### config.mk
export PLATFORM = sky130hd
export DESIGN_NAME = capture_sequencer
export DESIGN_NICKNAME = d
export VERILOG_FILES = /design/src/rtl/cis_pkg.sv /design/src/rtl/phase_timer.sv /design/src/rtl/capture_sequencer.sv
export SDC_FILE = /design/constraint.sdc
export NUM_CORES = 1
export LEC_CHECK = 0
export ABC_AREA = 1
export CORE_MARGIN = 1.5
export CORE_UTILIZATION = 50
export DETAILED_ROUTE_END_ITERATION = 6
export GPL_TIMING_DRIVEN = 0
export PLACE_DENSITY = 0.83
export SETUP_SLACK_MARGIN = 0.4
export SLEW_MARGIN = 20
export SYNTH_ARGS = -nofsm -noshare
export SYNTH_HDL_FRONTEND = slang
export SYNTH_SLANG_ARGS = --single-unit
### constraint.sdc
create_clock -name clk -period 2.7 [get_ports clk]
set_input_delay 0.27 -clock clk [delete_from_list [all_inputs] [get_ports clk]]
set_output_delay 0.27 -clock clk [all_outputs]
set_load 0.01 [all_outputs]
### src/rtl/cis_pkg.sv
// Shared types and default timing constants for the image-sensor capture sequencer.
package cis_pkg;

  typedef enum logic [2:0] {
    S_IDLE,
    S_ERASE,
    S_EXPOSE,
    S_CONVERT,
    S_READ
  } state_t;

  localparam int ERASE_CYCLES   = 5;
  localparam int CONVERT_CYCLES = 255;
  localparam int EXP_DEFAULT    = 255;

  function automatic int max3(input int a, input int b, input int c);
    int m;
    m = (a > b) ? a : b;
    return (m > c) ? m : c;
  endfunction

endpackage

### src/rtl/phase_timer.sv
// Loadable down-counter; tc is high while the count sits at zero.
module phase_timer #(
  parameter int W = 16
) (
  input  logic         clk,
  input  logic         reset,
  input  logic         load,
  input  logic [W-1:0] load_value,
  output logic         tc
);

  logic [W-1:0] count_q;
  logic [W-1:0] count_d;

  always_comb begin
    count_d = count_q;
    if (load) begin
      count_d = load_value;
    end else if (count_q != '0) begin
      count_d = count_q - W'(1);
    end
  end

  always_ff @(posedge clk or posedge reset) begin
    if (reset) begin
      count_q <= '0;
    end else begin
      count_q <= count_d;
    end
  end

  assign tc = (count_q == '0);

endmodule

### src/rtl/capture_sequencer.sv
// Sequences erase/expose/convert/readout phases of a pixel array and hands
// pixel indices to a downstream consumer with valid/ready flow control.
module capture_sequencer #(
  parameter int PIXEL_COUNT    = 4,
  parameter int ERASE_CYCLES   = cis_pkg::ERASE_CYCLES,
  parameter int CONVERT_CYCLES = cis_pkg::CONVERT_CYCLES,
  parameter int EXP_W          = 16,
  parameter int EXP_DEFAULT    = cis_pkg::EXP_DEFAULT
) (
  input  logic                           clk,
  input  logic                           reset,
  input  logic                           start,
  input  logic                           continuous,
  input  logic                           abort,
  input  logic                           cfg_we,
  input  logic [EXP_W-1:0]               cfg_exposure,
  output logic                           erase,
  output logic                           expose,
  output logic                           convert,
  output logic                           read,
  output logic [$clog2(PIXEL_COUNT)-1:0] pixel_select,
  output logic                           pix_valid,
  input  logic                           pix_ready,
  output logic                           busy,
  output logic                           frame_done,
  output logic [15:0]                    frame_count
);
  import cis_pkg::*;

  localparam int PIX_W = $clog2(PIXEL_COUNT);
  localparam int CNT_W = max3(EXP_W, 8, PIX_W);

  state_t             state_q, state_d;
  logic [EXP_W-1:0]   exp_reg_q, exp_reg_d;
  logic [EXP_W-1:0]   exp_shadow_q, exp_shadow_d;
  logic [PIX_W-1:0]   pix_q, pix_d;
  logic               frame_done_q, frame_done_d;
  logic [15:0]        frame_count_q, frame_count_d;

  logic               timer_load;
  logic [CNT_W-1:0]   timer_value;
  logic               timer_tc;
  logic [CNT_W-1:0]   expose_load;

  phase_timer #(.W(CNT_W)) u_timer (
    .clk        (clk),
    .reset      (reset),
    .load       (timer_load),
    .load_value (timer_value),
    .tc         (timer_tc)
  );

  // A zero exposure is stretched to one cycle.
  always_comb begin
    if (exp_shadow_q == '0) begin
      expose_load = '0;
    end else begin
      expose_load = CNT_W'(exp_shadow_q) - CNT_W'(1);
    end
  end

  always_comb begin
    state_d       = state_q;
    exp_reg_d     = cfg_we ? cfg_exposure : exp_reg_q;
    exp_shadow_d  = exp_shadow_q;
    pix_d         = pix_q;
    frame_done_d  = 1'b0;
    frame_count_d = frame_count_q;
    timer_load    = 1'b0;
    timer_value   = '0;

    if (state_q == S_IDLE) begin
      if (start && !abort) begin
        state_d      = S_ERASE;
        exp_shadow_d = exp_reg_q;
        timer_load   = 1'b1;
        timer_value  = CNT_W'(ERASE_CYCLES - 1);
      end
    end else if (abort) begin
      state_d = S_IDLE;
      pix_d   = '0;
    end else begin
      case (state_q)
        S_ERASE: begin
          if (timer_tc) begin
            state_d     = S_EXPOSE;
            timer_load  = 1'b1;
            timer_value = expose_load;
          end
        end
        S_EXPOSE: begin
          if (timer_tc) begin
            state_d     = S_CONVERT;
            timer_load  = 1'b1;
            timer_value = CNT_W'(CONVERT_CYCLES - 1);
          end
        end
        S_CONVERT: begin
          if (timer_tc) begin
            state_d = S_READ;
            pix_d   = '0;
          end
        end
        S_READ: begin
          if (pix_ready) begin
            if (pix_q == PIX_W'(PIXEL_COUNT - 1)) begin
              pix_d         = '0;
              frame_done_d  = 1'b1;
              frame_count_d = frame_count_q + 16'd1;
              if (continuous) begin
                state_d      = S_ERASE;
                exp_shadow_d = exp_reg_q;
                timer_load   = 1'b1;
                timer_value  = CNT_W'(ERASE_CYCLES - 1);
              end else begin
                state_d = S_IDLE;
              end
            end else begin
              pix_d = pix_q + PIX_W'(1);
            end
          end
        end
        default: state_d = S_IDLE;
      endcase
    end
  end

  always_ff @(posedge clk or posedge reset) begin
    if (reset) begin
      state_q       <= S_IDLE;
      exp_reg_q     <= EXP_W'(EXP_DEFAULT);
      exp_shadow_q  <= EXP_W'(EXP_DEFAULT);
      pix_q         <= '0;
      frame_done_q  <= 1'b0;
      frame_count_q <= '0;
    end else begin
      state_q       <= state_d;
      exp_reg_q     <= exp_reg_d;
      exp_shadow_q  <= exp_shadow_d;
      pix_q         <= pix_d;
      frame_done_q  <= frame_done_d;
      frame_count_q <= frame_count_d;
    end
  end

  assign erase        = (state_q == S_ERASE);
  assign expose       = (state_q == S_EXPOSE);
  assign convert      = (state_q == S_CONVERT);
  assign read         = (state_q == S_READ);
  assign pix_valid    = read;
  assign pixel_select = pix_q;
  assign busy         = (state_q != S_IDLE);
  assign frame_done   = frame_done_q;
  assign frame_count  = frame_count_q;

endmodule

==> metrics.txt <==
Vias/cell 5.148; drt pass-1 iters 5; RSZ-0062 raised after global routing no; first-pass GRT wire length 15040 um; initial antenna violation count 0; Worst-path clk slew 0.08 ns; most frequent CP cell inv_1; peak supply drop 0.4584 mV; Switching Fraction 41.63%; Initial Utilization 52.65%; Slowest-stage cell, CP clkdlybuf4s50_1; R2R Setup Slk 0.76 ns; # IOs 48; final setup fails 0; Internal Power 2.419 mW; synth top area cells dfrtp_1, nand2_1, dfstp_2; #FFs+latches synth 70; Logic pwr share 41.2%; diode count 0; Synth Warn # 0; cell taking the most area after synthesis dfrtp_1; Area Overhead vs Synth 19.99%; Period minus WS final 2.148 ns; final worst setup slack 0.5524 ns; grt ovf 0; post-route antenna net violation count 0; Slew @ Worst Pin 0.3987 ns; clock latency on the worst-skew pair 0.34 ns; sequential share of the synthesized area 42.88%; DRT iter0 DRCs 189; Synth top area share 32.71%; dpl ws 0.6977 ns; Power Dens Cells 835.8 mW/mm2; vias in the first global route 3403; H-tree level count 3; DP Wirelength 6679 um; Setup Skew 0.008233 ns; RR Startpoint u_timer.count_q[0]; NumNets Final 622; f_max 465.6 MHz; sequential share of power 38.4%; # port buffers 47; core area 0.007848 mm2; Die Height 93.90 um; crit-path cells inv_1 -> nand3_1 -> inv_1 -> clkdlybuf4s50_1; gpl congestion 0.8897; WS Path Type register to output pin; Die Span X 93.90 um; max incr delay on CP 0.55 ns; Clk pwr share 20.4%; CP arrival 1.88 ns; Clock Tree Buf Depth 2; asr flop ratio synth 100.0%; WL final 8941 um; clk root buf clkbuf_8; Fin. Hold Viols 0; layout cells sized above 1 12.52%; CTS Hold Buffers Added 0; CP Launch Type register; outcome completed; R2R Path End state_q[0]; number of flops mapped to enable cells by yosys 0; crit-path max FO 4; ys flop type dfrtp_1; Worst path top cell family by delay buffers and inverters; worst hold path type input pin to asynchronous set/reset pin; required time worst endpoint 2.43 ns; routed len/inst 12.75 um; number of max-cap violations 0; vias 3609; Avg Inst Size Synth 7.722 um2; cell count after synthesis 535; Net Switching 1.725 mW; # rows 32; Tcrit/Tclk final 79.54%; largest net degree at the start of global routing 50; Slew headroom 73.42%; CP Capture Type output pin; Synth Cell Area 0.004131 mm2; GR Util All Layers 21.83%; # resized after CTS 0; CTS sink count 70; Util after Layout 63.17%; LEAKAGE 2.529 nW; CP bufs+invs 3; Die Footprint 0.008817 mm2; Post-Syn Nets 563; DRC viols 0; CTS tree yes; worst-case reg-to-reg path depth 13; Cell variety after synth 36; fin. max-slew vios 0; CTS Buf Count 9; postcts setup bufs 0
[per-layer routing]
metal	wire, um	part of all wire (%)	track usage (%)	vias up
met5	0	0	0	-
met4	152	1.7	8.458	0
met3	417	4.7	3.803	16
met2	4466	50	38.04	127
met1	3905	44	26.84	1666
li1	-	-	-	1800
[synth_stat cells (2+ instances only)]
cell,count
a21oi_1,11
buf_2,2
buf_4,2
clkbuf_1,3
dfrtp_1,54
dfstp_2,16
ha_1,5
inv_1,68
inv_2,4
nand2_1,146
nand2_2,6
nand2_4,3
nand3_1,34
nand3_2,2
nand3b_1,2
nand4_1,10
nor2_1,55
nor2_2,6
nor2_4,5
nor2_8,3
nor3_1,5
o21ai_0,43
o21ai_1,3
o21ai_2,2
xnor2_1,4
xor2_1,31
[how the worst max path moves through the flow]
stage	start	slack [ns]	end	depth (start not counted)
after floorplan	reset	0.69	exp_reg_q[10]	1
after global placement	reset	-0.38	exp_reg_q[11]	2
after detailed placement	abort	0.70	exp_shadow_q[11]	7
after CTS	state_q[2]	0.54	erase	4
after global routing	state_q[2]	0.48	erase	4
final	state_q[2]	0.55	erase	4
[worst register-to-register path, delay by kind of cell, from the launching register on]
kind | cells | cell delay [ns]
buffers and inverters | 2 | 0.16
AO/OA/AOI/OAI | 1 | 0.06
flip-flops | 1 | 0.41
adder cells (fa/ha/maj) | 1 | 0.23
AND/OR/NAND/NOR | 9 | 0.96
[power groups by stage]
| stage | Combinational, mW | Clock (mW) | Sequential [mW] |
|---|---|---|---|
| final | 1.71 | 0.847 | 1.59 |
| after global routing | 1.93 | 0.907 | 1.62 |
| after CTS | 1.69 | 0.860 | 1.58 |
| after detailed placement | 1.66 | 0 | 1.60 |
| after global placement | 1.60 | 0 | 1.58 |
| after floorplan | 1.29 | 0 | 1.54 |
[layout by cell type (no fill, tap or decap), types with 2 or more instances in the layout]
master,netlist,routed
xor2_1,31,31
nor2_1,55,55
nand3b_1,2,2
nor2_4,5,5
o21ai_2,2,2
o21ai_0,43,43
inv_4,1,2
clkbuf_8,0,9
xnor2_1,4,4
nand2_1,146,146
clkinvlp_4,0,3
buf_4,2,2
nand3_1,34,34
dfrtp_1,54,54
nand2_2,6,6
nand3_2,2,2
nor3_1,5,5
inv_2,4,4
clkbuf_1,3,3
nand4_1,10,10
inv_1,68,67
o21ai_1,3,3
a21oi_1,11,11
buf_2,2,2
ha_1,5,5
dfstp_2,16,16
nor2_8,3,3
nand2_4,3,3
nor2_2,6,6
clkdlybuf4s50_1,0,47
[sequential cells by signal (all words and copies together) (netlist names)]
signal,flops
frame_count,16
state_q,3
pixel_select,2
exp_shadow_q,16
exp_reg_q,16
frame_done,1
u_timer.count_q,16
[cell type report]
cell class / count / area (um2)
clock inverters: 7 / 73.82
flip-flops and latches: 70 / 1772
plain buffers: 9 / 51.30
repair buffers: 48 / 498.0
inverters: 73 / 279.0
fillers: 679 / 2890
clock buffers: 9 / 123.9
multi-input cells: 383 / 2032
well taps: 102 / 127.6
[kinds of logic (layout without fill, tap and decap cells)]
family	Yosys count	after routing	synth area share, %
XOR/XNOR	36	36	7.813
buffers and inverters	82	146	7.934
AO/OA/AOI/OAI	61	61	7.662
AND/OR/NAND/NOR	281	281	32.19
adder cells (fa/ha/maj)	5	5	1.514
flip-flops	70	70	42.88
[per-stage QoR]
step	total power, mW	setup TNS, ns	hold slack, ns	cell area [um2]	cells
6_report	4.143	0	0.2293	4957	701
5_1_grt	4.461	0	0.2507	4957	701
4_1_cts	4.138	0	0.2287	4957	701
3_5_place_dp	3.262	0	0.4610	4760	685
3_3_place_gp	3.182	-20.06	0.4565	4730	684
2_1_floorplan	2.830	0	0.3756	4131	535
No activity file was read; power rests on OpenSTA's default activity.
